File: config.mk
export PLATFORM = sky130hd
export DESIGN_NAME = hilo_muldiv
export DESIGN_NICKNAME = d
export VERILOG_FILES = /design/src/rtl/hilo_pkg.sv /design/src/rtl/muldiv_iter_core.sv /design/src/rtl/hilo_muldiv.sv
export SDC_FILE = /design/constraint.sdc
export NUM_CORES = 1
export LEC_CHECK = 0
export ABC_AREA = 0
export CORE_AREA = 4 4 176 212
export CTS_CLUSTER_DIAMETER = 30
export DETAILED_ROUTE_END_ITERATION = 8
export DIE_AREA = 0 0 180 216
export PLACE_DENSITY = 0.81
export SLEW_MARGIN = 30
export SYNTH_ARGS = -nofsm -noshare
export SYNTH_HDL_FRONTEND = slang
export SYNTH_SLANG_ARGS = --single-unit
File: constraint.sdc
create_clock -name clk -period 4.7 [get_ports clk]
set_clock_uncertainty 0.1 [all_clocks]
set_input_delay 0.94 -clock clk [delete_from_list [all_inputs] [get_ports clk]]
set_output_delay 0.94 -clock clk [all_outputs]
set_load 0.02 [all_outputs]
File: src/rtl/hilo_pkg.sv
// Shared definitions for the HI/LO multiply/divide unit: op encodings and FSM states.
package hilo_pkg;

    localparam logic [1:0] OP_MULT  = 2'b00;
    localparam logic [1:0] OP_MULTU = 2'b01;
    localparam logic [1:0] OP_DIV   = 2'b10;
    localparam logic [1:0] OP_DIVU  = 2'b11;

    typedef enum logic [1:0] {
        ST_IDLE,
        ST_CALC,
        ST_WB
    } state_t;

    function automatic logic op_is_signed(input logic [1:0] op);
        return (op == OP_MULT) || (op == OP_DIV);
    endfunction

    function automatic logic op_is_div(input logic [1:0] op);
        return (op == OP_DIV) || (op == OP_DIVU);
    endfunction

endpackage

File: src/rtl/muldiv_iter_core.sv
// Bit-serial datapath: shift-add multiply on a 2*WIDTH accumulator, restoring divide
// with the quotient shifted through the accumulator's low half.
module muldiv_iter_core #(
    parameter int WIDTH = 32,
    parameter int CW    = $clog2(WIDTH + 1)
) (
    input  logic               clk,
    input  logic               rst,
    input  logic               i_load,
    input  logic               i_is_div,
    input  logic [WIDTH-1:0]   i_a,
    input  logic [WIDTH-1:0]   i_b,
    input  logic               i_step,
    output logic [2*WIDTH-1:0] o_prod,
    output logic [WIDTH-1:0]   o_quo,
    output logic [WIDTH-1:0]   o_rem,
    output logic [CW-1:0]      o_count
);

    logic [2*WIDTH-1:0] r_acc;
    logic [WIDTH-1:0]   r_m;
    logic [WIDTH-1:0]   r_rem;
    logic [CW-1:0]      r_count;
    logic               r_is_div;

    logic [WIDTH:0]     w_mul_sum;
    logic [WIDTH:0]     w_div_shift;
    logic [WIDTH:0]     w_div_diff;
    logic               w_div_ok;

    // r_m holds the multiplicand (multiply) or the divisor (divide)
    always_comb begin
        w_mul_sum   = {1'b0, r_acc[2*WIDTH-1:WIDTH]} + (r_acc[0] ? {1'b0, r_m} : '0);
        w_div_shift = {r_rem, r_acc[WIDTH-1]};
        w_div_diff  = w_div_shift - {1'b0, r_m};
        w_div_ok    = !w_div_diff[WIDTH];
    end

    always_ff @(posedge clk) begin
        if (rst) begin
            r_acc    <= '0;
            r_m      <= '0;
            r_rem    <= '0;
            r_count  <= '0;
            r_is_div <= 1'b0;
        end else if (i_load) begin
            r_is_div <= i_is_div;
            r_m      <= i_is_div ? i_b : i_a;
            r_acc    <= {{WIDTH{1'b0}}, (i_is_div ? i_a : i_b)};
            r_rem    <= '0;
            r_count  <= CW'(WIDTH);
        end else if (i_step) begin
            r_count <= r_count - CW'(1);
            if (r_is_div) begin
                r_rem              <= w_div_ok ? w_div_diff[WIDTH-1:0] : w_div_shift[WIDTH-1:0];
                r_acc[WIDTH-1:0]   <= {r_acc[WIDTH-2:0], w_div_ok};
            end else begin
                r_acc <= {w_mul_sum, r_acc[WIDTH-1:1]};
            end
        end
    end

    assign o_prod  = r_acc;
    assign o_quo   = r_acc[WIDTH-1:0];
    assign o_rem   = r_rem;
    assign o_count = r_count;

endmodule

File: src/rtl/hilo_muldiv.sv
// HI/LO multiply/divide unit: FSM, sign handling and architectural HI/LO registers
// around the bit-serial muldiv_iter_core.
module hilo_muldiv
    import hilo_pkg::*;
#(
    parameter int WIDTH = 32
) (
    input  logic             clk,
    input  logic             rst,
    input  logic             start,
    input  logic [1:0]       op,
    input  logic [WIDTH-1:0] src_a,
    input  logic [WIDTH-1:0] src_b,
    input  logic             wr_hi,
    input  logic             wr_lo,
    input  logic [WIDTH-1:0] wr_data,
    input  logic             cancel,
    output logic             busy,
    output logic             done,
    output logic [WIDTH-1:0] out_hi,
    output logic [WIDTH-1:0] out_lo
);

    localparam int CW = $clog2(WIDTH + 1);

    state_t             r_state;
    logic [WIDTH-1:0]   r_hi;
    logic [WIDTH-1:0]   r_lo;
    logic [WIDTH-1:0]   r_a_raw;
    logic               r_is_div;
    logic               r_neg_q;
    logic               r_neg_r;
    logic               r_div0;
    logic               r_done;

    logic               w_signed;
    logic               w_accept;
    logic               w_abort;
    logic               w_step;
    logic               w_last;
    logic [WIDTH-1:0]   w_a_mag;
    logic [WIDTH-1:0]   w_b_mag;
    logic [2*WIDTH-1:0] w_prod;
    logic [2*WIDTH-1:0] w_prod_fix;
    logic [WIDTH-1:0]   w_quo;
    logic [WIDTH-1:0]   w_rem;
    logic [WIDTH-1:0]   w_res_hi;
    logic [WIDTH-1:0]   w_res_lo;
    logic [CW-1:0]      w_count;

    assign w_signed = op_is_signed(op);
    assign w_a_mag  = (w_signed && src_a[WIDTH-1]) ? -src_a : src_a;
    assign w_b_mag  = (w_signed && src_b[WIDTH-1]) ? -src_b : src_b;

    assign w_accept = (r_state == ST_IDLE) && start && !cancel;
    assign w_abort  = cancel || wr_hi || wr_lo;
    assign w_step   = (r_state == ST_CALC) && !w_abort;
    assign w_last   = (w_count == CW'(1));

    muldiv_iter_core #(
        .WIDTH (WIDTH),
        .CW    (CW)
    ) u_core (
        .clk      (clk),
        .rst      (rst),
        .i_load   (w_accept),
        .i_is_div (op_is_div(op)),
        .i_a      (w_a_mag),
        .i_b      (w_b_mag),
        .i_step   (w_step),
        .o_prod   (w_prod),
        .o_quo    (w_quo),
        .o_rem    (w_rem),
        .o_count  (w_count)
    );

    // Magnitude results get their signs back here; MIN / -1 falls out naturally
    // because negating 2^(WIDTH-1) wraps to itself.
    assign w_prod_fix = r_neg_q ? -w_prod : w_prod;

    always_comb begin
        w_res_hi = w_prod_fix[2*WIDTH-1:WIDTH];
        w_res_lo = w_prod_fix[WIDTH-1:0];
        if (r_is_div) begin
            if (r_div0) begin
                w_res_hi = r_a_raw;
                w_res_lo = '1;
            end else begin
                w_res_hi = r_neg_r ? -w_rem : w_rem;
                w_res_lo = r_neg_q ? -w_quo : w_quo;
            end
        end
    end

    always_ff @(posedge clk) begin
        if (rst) begin
            r_state  <= ST_IDLE;
            r_hi     <= '0;
            r_lo     <= '0;
            r_a_raw  <= '0;
            r_is_div <= 1'b0;
            r_neg_q  <= 1'b0;
            r_neg_r  <= 1'b0;
            r_div0   <= 1'b0;
            r_done   <= 1'b0;
        end else begin
            r_done <= 1'b0;
            if (wr_hi) r_hi <= wr_data;
            if (wr_lo) r_lo <= wr_data;
            case (r_state)
                ST_IDLE: begin
                    if (w_accept) begin
                        r_state  <= ST_CALC;
                        r_is_div <= op_is_div(op);
                        r_neg_q  <= w_signed && (src_a[WIDTH-1] ^ src_b[WIDTH-1]);
                        r_neg_r  <= w_signed && src_a[WIDTH-1];
                        r_div0   <= (src_b == '0);
                        r_a_raw  <= src_a;
                    end
                end
                ST_CALC: begin
                    if (w_abort)     r_state <= ST_IDLE;
                    else if (w_last) r_state <= ST_WB;
                end
                ST_WB: begin
                    r_state <= ST_IDLE;
                    if (!w_abort) begin
                        r_hi   <= w_res_hi;
                        r_lo   <= w_res_lo;
                        r_done <= 1'b1;
                    end
                end
                default: r_state <= ST_IDLE;
            endcase
        end
    end

    assign busy   = (r_state != ST_IDLE);
    assign done   = r_done;
    assign out_hi = r_hi;
    assign out_lo = r_lo;

endmodule
# [Word-level counts from Yosys, hierarchy flattened]
# Cells that the tools add are included.
[word_totals] regBits=238 wordCells=87 in_bits=104
[classes] add_sub_neg=8 bitwise_logic=3 reduce_logical=24 mux=29 eq_ne=7
[op_table] cell="$mux W32" n=21
[op_table] cell="$neg A32 Y32" n=4
[op_table] cell="$mux W64" n=1
[op_table] cell="$neg A64 Y64" n=1
[op_table] cell="$add A32 B32 Y33" n=1
[op_table] cell="$sub A33 B32 Y33" n=1
[op_table] cell="$logic_not A32 Y1" n=1
[op_table] cell="$mux W6" n=2
[op_table] cell="$reduce_and A2 Y1" n=4
[op_table] cell="$eq A2 B2 Y1 const B" n=3
[op_table] cell="$eq A6 B1 Y1 const B" n=1
[op_table] cell="$logic_and A1 B1 Y1" n=6
[op_table] cell="$mux W2" n=3
[op_table] cell="$sub A6 B1 Y6 const B" n=1
[op_table] cell="$logic_not A2 Y1" n=2
[op_table] cell="$logic_or A1 B1 Y1" n=4
[op_table] cell="$pmux W2 S2" n=1
[op_table] cell="$reduce_bool A2 Y1" n=2
[op_table] cell="$reduce_or A2 Y1" n=2
[op_table] cell="$logic_not A1 Y1" n=3
[op_table] cell="$ne A3 B3 Y1 const B" n=1
[op_table] cell="$eq A2 B1 Y1 const B" n=1
[op_table] cell="$ne A2 B1 Y1 const B" n=1
[op_table] cell="$not A1 Y1" n=2
[op_table] cell="other kinds (2)" n=2

# [Depth between registers and ports, before layout]
# Gate-level depths: netlist (run 1).
[logic_depth] word_depth=6 depth_mapped=15 depth_no_buf=13

# [Cells and area by module]
# A second synthesis (run 1) with hierarchy kept.
[unflattened] hier_cells=2462 area_unflattened_um2=19244.7
[by_module_without_submodules] module="muldiv_iter_core" instances=1 area_each_um2=9859.5 seq_area_each_um2=2702.6 cells_per_inst=1200
[by_module_without_submodules] module="hilo_muldiv" instances=1 area_each_um2=9385.3 seq_area_each_um2=2062.0 cells_per_inst=1262

# [Least setup slack after synthesis (run 1)]
# No wires, ideal clock.
[synth_path] kind="input -> register" startpoint="input src_b[22]" endpoint="register u_core.r_m[31]" arrival_ns=3.112 stages=8 path_slack_ns=1.376 n_path_buf=0 required_time_ns=4.488 cell_sequence="or4_1 or3_1 or4_1 nor4_1 a21oi_1 nor2b_1 nor2_1 a2111oi_1"
[synth_via] elab_chain_len=3
[synth_lines] item="start, declared" line="hilo_muldiv.sv:13" text="input logic [WIDTH-1:0] src_b,"
[synth_lines] item="$neg A32 Y32" line="hilo_muldiv.sv:53" text="assign w_b_mag = (w_signed && src_b[WIDTH-1]) ? -src_b : src_b;"
[synth_lines] item="$mux W32" line="hilo_muldiv.sv:53"
[synth_lines] item="$mux W32" line="muldiv_iter_core.sv:48" text="r_m <= i_is_div ? i_b : i_a;"
[synth_lines] item="end signal, assigned" line="muldiv_iter_core.sv:48"
[synth_lines] item="end, declared" line="muldiv_iter_core.sv:21" text="logic [WIDTH-1:0] r_m;"
# No other way between the ends.
# A chain may end at the register's enable or synchronous reset.

# [Final worst setup path (run 1)]
[layout_path] startpoint="register u_core.r_acc[0] (netlist: u_core.o_prod[0])" endpoint="register u_core.r_acc[62] (netlist: u_core.o_prod[62])"
[layout_via] elab_chain_len=2
[layout_lines] item="start, declared" line="muldiv_iter_core.sv:20" text="logic [2*WIDTH-1:0] r_acc;"
[layout_lines] item="start signal, assigned" line="muldiv_iter_core.sv:49" text="r_acc <= {{WIDTH{1'b0}}, (i_is_div ? i_a : i_b)};"
[layout_lines] item="start signal, assigned by index" line="muldiv_iter_core.sv:56" text="r_acc[WIDTH-1:0] <= {r_acc[WIDTH-2:0], w_div_ok};"
[layout_lines] item="start signal, assigned" line="muldiv_iter_core.sv:58" text="r_acc <= {w_mul_sum, r_acc[WIDTH-1:1]};"
[layout_lines] item="$mux W32" line="muldiv_iter_core.sv:33" text="w_mul_sum = {1'b0, r_acc[2*WIDTH-1:WIDTH]} + (r_acc[0] ? {1'b0, r_m} : '0);"
[layout_lines] item="$add A32 B32 Y33" line="muldiv_iter_core.sv:33"
# No other way between the ends.

==> results of run 1 <==
==> final cells by class <==
class	count	area (sq um)
diodes	3	7.51
clock buffers	57	1340
clock inverters	32	377
fillers	3040	13700
inverters	64	240
multi-input cells	1794	11900
flip-flops and latches	238	4770
well taps	462	578
repair buffers	218	2080
==> registers in the layout (all words and copies together), names as in the netlist <==
name	count
u_core.o_prod	64
out_hi	32
out_lo	32
r_a_raw	32
u_core.o_rem	32
u_core.r_m	32
u_core.o_count	6
r_state	2
done	1
r_div0	1
r_is_div	1
r_neg_q	1
r_neg_r	1
u_core.r_is_div	1
==> cell families (layout without fill, tap and decap cells) <==
group                      after synthesis  after routing  share of synthesized area (%)
DFF                                    238            238                           27.2
xor gates and xnor gates               203            203                           10.2
and+or+nand+nor                        665            665                           17.8
AOI/OAI and AO/OA                      709            709                           26.3
other                                    0              3                              0
buffers and inverters                  228            371                           5.03
adders and majority gates               72             72                           5.23
muxes                                  145            145                           8.34
==> power groups by stage <==
stage / sequential (mW) / clock (mW) / combinational [mW]
final: 2.21 / 3.57 / 1.20
after global routing: 2.21 / 3.70 / 1.28
after CTS: 2.20 / 3.59 / 1.18
after detailed placement: 2.24 / 0 / 1.17
after global placement: 2.24 / 0 / 1.15
after floorplan: 2.23 / 0 / 0.698
==> layout by cell type, fill, tap and decap left out, drive strengths merged, types with 22 or more instances in the layout <==
| cell | count |
|---|---|
| nand2 | 275 |
| dfxtp | 238 |
| a21oi | 228 |
| clkdlybuf4s50 | 165 |
| nor2 | 162 |
| mux2i | 139 |
| o21ai | 137 |
| xor2 | 108 |
| xnor2 | 95 |
| inv | 72 |
| ha | 70 |
| a211oi | 68 |
| clkbuf | 57 |
| buf | 53 |
| o211ai | 43 |
| o31ai | 43 |
| a221oi | 36 |
| nor3 | 34 |
| nand3 | 30 |
| or3 | 27 |
| o41ai | 26 |
| nor2b | 23 |
| a21o | 23 |
| nor4 | 22 |
==> worst max-delay path: stages, from the launching register on <==
cell       delay, ps
dfxtp_1          310
inv_1            160
buf_4            360
nor2_1            90
ha_1             350
a2111oi_0        370
o21ai_0          270
nand4_1          240
a21boi_0         170
o41ai_1          710
o21ai_0          250
xor2_1           180
nand2_1           70
a21oi_1           60
==> how the worst min path moves through the flow <==
stage	from	endpoint	slack [ps]	cells past startpoint
detailed placement	r_a_raw[26]$_SDFFE_PP0P_	r_a_raw[26]$_SDFFE_PP0P_	350	2
finish	r_a_raw[26]$_SDFFE_PP0P_	r_a_raw[26]$_SDFFE_PP0P_	350	2
floorplan	r_a_raw[31]$_SDFFE_PP0P_	r_a_raw[31]$_SDFFE_PP0P_	330	2
global placement	u_core.r_m[7]$_SDFFE_PP0P_	u_core.r_m[7]$_SDFFE_PP0P_	340	2
CTS	r_a_raw[26]$_SDFFE_PP0P_	r_a_raw[26]$_SDFFE_PP0P_	350	2
global route	u_core.r_m[7]$_SDFFE_PP0P_	u_core.r_m[7]$_SDFFE_PP0P_	370	2
==> synth_stat cells, drive strengths merged, types with 27 or more instances <==
| cell | count | area, sq um |
|---|---|---|
| or3 | 27 | 179 |
| ha | 70 | 876 |
| clkbuf | 138 | 518 |
| a21oi | 228 | 1140 |
| o211ai | 43 | 323 |
| o31ai | 43 | 347 |
| nor3 | 34 | 186 |
| dfxtp | 238 | 4760 |
| mux2i | 139 | 1390 |
| a211oi | 68 | 510 |
| nand2 | 275 | 1030 |
| o21ai | 137 | 689 |
| nand3 | 30 | 155 |
| nor2 | 162 | 608 |
| xnor2 | 95 | 832 |
| xor2 | 108 | 946 |
| a221oi | 36 | 315 |
| inv | 64 | 240 |
==> routing by layer <==
metal	part of all wire [%]	global-route usage [%]	vias to the layer above	routed length [um]
met2	45	52.4	1023	30300
met4	6.6	18.5	0	4480
met3	9.0	5.59	230	6070
li1	-	-	8481	-
met1	39	41.4	8762	26600
met5	0	0	-	0
==> results.py, run 1 <==
metrics = {
    "status": {
        "run_status": "complete, no violations",
    },
    "setup_path": {
        "worstSetupStartpointType": "flip-flop",
        "endpoint": "u_core.o_prod[62]$_SDFFE_PP0P_",
        "timing.rr.end": "u_core.o_prod[62]$_SDFFE_PP0P_",
        "reg2reg_slack_ps": 850,
        "worstPathRequired_ps": 5010,
        "setup.worst_path.start": "u_core.o_prod[0]$_SDFFE_PP0P_",
        "crit_arrival_ps": 4160,
        "reg2reg_from": "u_core.o_prod[0]$_SDFFE_PP0P_",
        "crit_path_end_kind": "flip-flop",
        "path_class": "reg2reg",
        "cp_max_fo": 28,
        "reg2regPathDepth": 13,
    },
    "clocking": {
        "clock_latency_ps": 560,
        "cts_tree": "done",
        "cts_max_level": 2,
        "clockRootBuffer": "clkbuf_16",
        "cts_buffers": 49,
        "cts.clk_slew.worst_paths_ps": 50,
        "cts_setup_buffers": 0,
        "numClockSinks": 238,
        "clock_path_buffers": 3,
        "ctsHoldBuffers": 0,
        "postCtsResizedCells": 0,
    },
    "grt": {
        "track_usage_pct": 32.6,
        "grt_overflow": 0,
        "grt_max_degree": 72,
        "antenna_found_initial": 4,
        "first_global_vias": 17072,
        "grt_pass1_wl_um": 101000,
    },
    "sta": {
        "fin_hold_ws_ps": 354,
        "setup-violations-final": 0,
        "final_max_slew_viol_count": 0,
        "finalSetupTns_ps": 0,
        "final-hold-violation-count": 0,
        "relSlewSlack_pct": 42.8,
        "setup_slack_ps": 852,
        "finalCritPeriodShare_pct": 81.9,
        "fmax_ghz": 0.260,
        "worst_pin_slew_ps": 856,
        "fin_crit_ps": 3850,
        "rsz0062_at_grt": "false",
    },
    "floorplanning": {
        "ios": 170,
        "die_y_um": 216,
        "start_util_pct": 50.0,
        "die_x_um": 180,
        "core_area_sq_um": 35000,
        "die_area_sq_um": 38900,
        "rows": 75,
    },
    "synthesis": {
        "yosys_warnings": 0,
        "avgSynthCellArea_sq_um": 7.74,
        "synth-main-ff-cell": "dfxtp_1",
        "synth_cell_type_count": 82,
        "netlist_instances": 2260,
        "seq_area_frac_synth_pct": 27.2,
        "syn_area_sq_um": 17500,
        "synth_edf_count": 0,
        "async_flop_share_pct": 0,
        "synth_seq_cells": 238,
        "synth_fp_nets": 2436,
    },
    "final_layout": {
        "instances_no_fill": 2868,
        "drive_gt1_share_pct": 7.53,
        "final_area_sq_um": 21300,
        "syn2layout_area_growth_pct": 21.7,
        "final_util_pct": 60.8,
        "nets": 2541,
    },
    "routing": {
        "wl_um": 67400,
        "drt_drc_violations_left": 0,
        "via_per_inst": 6.45,
        "drt_iter0_drc": 1957,
        "detail_route.wl_per_cell_um": 23.5,
        "drt.antenna.violating_nets": 0,
        "drt_first_pass_iters": 6,
        "vias": 18496,
    },
    "power_and_ir_drop": {
        "swShare_pct": 28.9,
        "power_frac_seq_pct": 31.6,
        "p_total_mw": 6.98,
        "power_switching_mw": 2.02,
        "leakagePower_nw": 8.11,
        "internal-power_mw": 4.97,
        "clockPowerShare_pct": 51.2,
        "p_comb_share_pct": 17.2,
        "powerDensity_nw_per_um2": 328,
        "peakVddDrop_mv": 0.257,
    },
    "place": {
        "dp_cells": 2776,
        "numPortBuffers": 169,
        "globalplace.congestion": 1.01,
        "dpl.hpwl_um": 51700,
        "dpl_worst_slack_ps": 591,
        "place_area_sq_um": 19600,
    },
    "worst_hold_path": {
        "worstHoldPathType": "reg2reg",
    },
    "run": {
        "maxCapViolCount": 0,
    },
}
Note: power is estimated with default switching activity, not from simulation.
==> inputs of run 2 (changes only) <==
--- a/config.mk
+++ b/config.mk
@@ -10,7 +10,7 @@
 export CTS_CLUSTER_DIAMETER = 30
 export DETAILED_ROUTE_END_ITERATION = 8
 export DIE_AREA = 0 0 180 216
-export PLACE_DENSITY = 0.81
+export PLACE_DENSITY = 0.84
 export SLEW_MARGIN = 30
 export SYNTH_ARGS = -nofsm -noshare
 export SYNTH_HDL_FRONTEND = slang
==> constraint.sdc (replaced) <==
create_clock -name clk -period 3.35 [get_ports clk]
set_clock_uncertainty 0.1 [all_clocks]
set_input_delay 0.67 -clock clk [delete_from_list [all_inputs] [get_ports clk]]
set_output_delay 0.67 -clock clk [all_outputs]
set_load 0.02 [all_outputs]
==> results.py, run 2 (same netlist as run 1, synthesis figures left out) <==
metrics = {
    "clocking": {
        "clock_path_buffers": 3,
        "cts.clk_slew.worst_paths_ps": 60,
        "cts_max_level": 2,
        "clock_latency_ps": 570,
        "clockRootBuffer": "clkbuf_16",
        "cts_buffers": 42,
        "cts_tree": "done",
        "numClockSinks": 238,
    },
    "grt": {
        "grt_max_degree": 57,
        "grt_pass1_wl_um": 107000,
        "track_usage_pct": 34.2,
        "first_global_vias": 18478,
        "antenna_found_initial": 0,
        "grt_overflow": 0,
    },
    "status": {
        "run_status": "complete, no violations",
    },
    "power_and_ir_drop": {
        "peakVddDrop_mv": 0.334,
        "power_frac_seq_pct": 32.1,
        "leakagePower_nw": 8.90,
        "p_comb_share_pct": 19.6,
        "swShare_pct": 30.9,
        "power_switching_mw": 2.96,
        "powerDensity_nw_per_um2": 424,
        "clockPowerShare_pct": 48.3,
        "p_total_mw": 9.58,
        "internal-power_mw": 6.62,
    },
    "place": {
        "dp_cells": 2935,
        "globalplace.congestion": 1.06,
        "dpl.hpwl_um": 54200,
        "dpl_worst_slack_ps": -429,
        "numPortBuffers": 169,
    },
    "final_layout": {
        "n_antenna_cell": 0,
        "nets": 2698,
        "drive_gt1_share_pct": 14.4,
        "layout_common_cells": "275 x nand2_1, 234 x dfxtp_1, 223 x a21oi_1",
        "mostFrequentLayoutCell": "nand2_1",
        "largest_reg_flops": 64,
        "final_util_pct": 64.6,
        "syn2layout_area_growth_pct": 29.1,
        "instances_no_fill": 3018,
    },
    "floorplanning": {
        "ios": 170,
        "core_area_sq_um": 35000,
        "die_x_um": 180,
        "rows": 75,
        "die_area_sq_um": 38900,
        "die_y_um": 216,
        "start_util_pct": 50.0,
    },
    "sta": {
        "relSlewSlack_pct": 46.6,
        "finalCritPeriodShare_pct": 97.4,
        "fin_crit_ps": 3260,
        "worst_pin_slew_ps": 800,
        "finalSetupTns_ps": 0,
        "final-hold-violation-count": 0,
        "setup_slack_ps": 86.8,
        "final_max_slew_viol_count": 0,
        "setup-violations-final": 0,
        "fmax_ghz": 0.306,
    },
    "setup_path": {
        "path_class": "reg2reg",
        "crit_path_end_kind": "flip-flop",
        "worstSetupStartpointType": "flip-flop",
        "cp_max_fo": 6,
        "crit_arrival_ps": 3600,
        "worstPathRequired_ps": 3690,
    },
    "routing": {
        "vias": 19362,
        "drt_drc_violations_left": 0,
        "detail_route.wl_per_cell_um": 23.4,
        "drt.antenna.violating_nets": 0,
        "drt_iter0_drc": 2468,
        "drt_first_pass_iters": 8,
        "wl_um": 70500,
        "via_per_inst": 6.42,
    },
    "run": {
        "maxCapViolCount": 0,
    },
    "worst_hold_path": {
        "worstHoldPathType": "reg2reg",
    },
}
-- run 2: changes by cell type in the layout (fill, tap and decap cells not counted), moves of 5 or more --
cell / change
clkbuf_16: -9
clkinv_8: +5
buf_4: +159
o21ai_0: -5
-- run 2: worst max-delay path, stage by stage (launching register included) --
cell       delay [ps]
dfxtp_1           300
inv_1             280
nor2_1            100
ha_1              400
a2111oi_1         500
o21ai_2           180
nand4_1           190
nand2_1           110
a21oi_1           230
o21ai_0           200
a31oi_1           260
xor2_1            180
o21ai_0            90
-- run 2: cell type report --
class	count	area [sq um]
inverters	64	248
clock buffers	47	1110
flip-flops and latches	238	4770
repair buffers	382	3380
fillers	2825	12400
clock inverters	31	437
well taps	462	578
multi-input cells	1794	12100
-- run 2: final timing paths --
kind / from / end / slack [ps] / cells past startpoint
max: u_core.r_m[6]$_SDFFE_PP0P_ / u_core.o_prod[56]$_SDFFE_PP0P_ / 90 / 12
min: u_core.r_m[7]$_SDFFE_PP0P_ / u_core.r_m[7]$_SDFFE_PP0P_ / 350 / 2
max reg2reg: u_core.r_m[6]$_SDFFE_PP0P_ / u_core.o_prod[56]$_SDFFE_PP0P_ / 90 / 12
min reg2reg: u_core.r_m[7]$_SDFFE_PP0P_ / u_core.r_m[7]$_SDFFE_PP0P_ / 350 / 2
-- run 2: layer usage --
metal / vias up / GRT usage [%] / wire [um]
li1: 8778 / - / -
met1: 9034 / 41.5 / 26400
met2: 1260 / 54.6 / 31100
met3: 290 / 5.89 / 6610
met4: 0 / 25.2 / 6390
met5: - / 0 / 0
-- run 2: what timing repair did --
item / 4_1_cts / 5_1_grt
resized for setup: 3 / 42
buffers inserted: 0 / 5
pin swaps: 0 / 4
setup endpoints to repair: 2 / 56
hold buffers: 0 / 0
-- run 2: through the flow --
stage | cell area [sq um] | hold slack, ps
2_1_floorplan | 17500 | 331
3_3_place_gp | 20800 | 340
3_5_place_dp | 20800 | 344
4_1_cts | 22400 | 352
5_1_grt | 22600 | 365
6_report | 22600 | 354
-- run 2: power groups by stage --
stage | combinational, mW | clock [mW] | sequential (mW)
global placement | 1.77 | 0 | 3.12
CTS | 1.82 | 4.64 | 3.06
detailed placement | 1.80 | 0 | 3.12
finish | 1.88 | 4.63 | 3.07
floorplan | 0.979 | 0 | 3.13
global route | 1.99 | 4.78 | 3.08
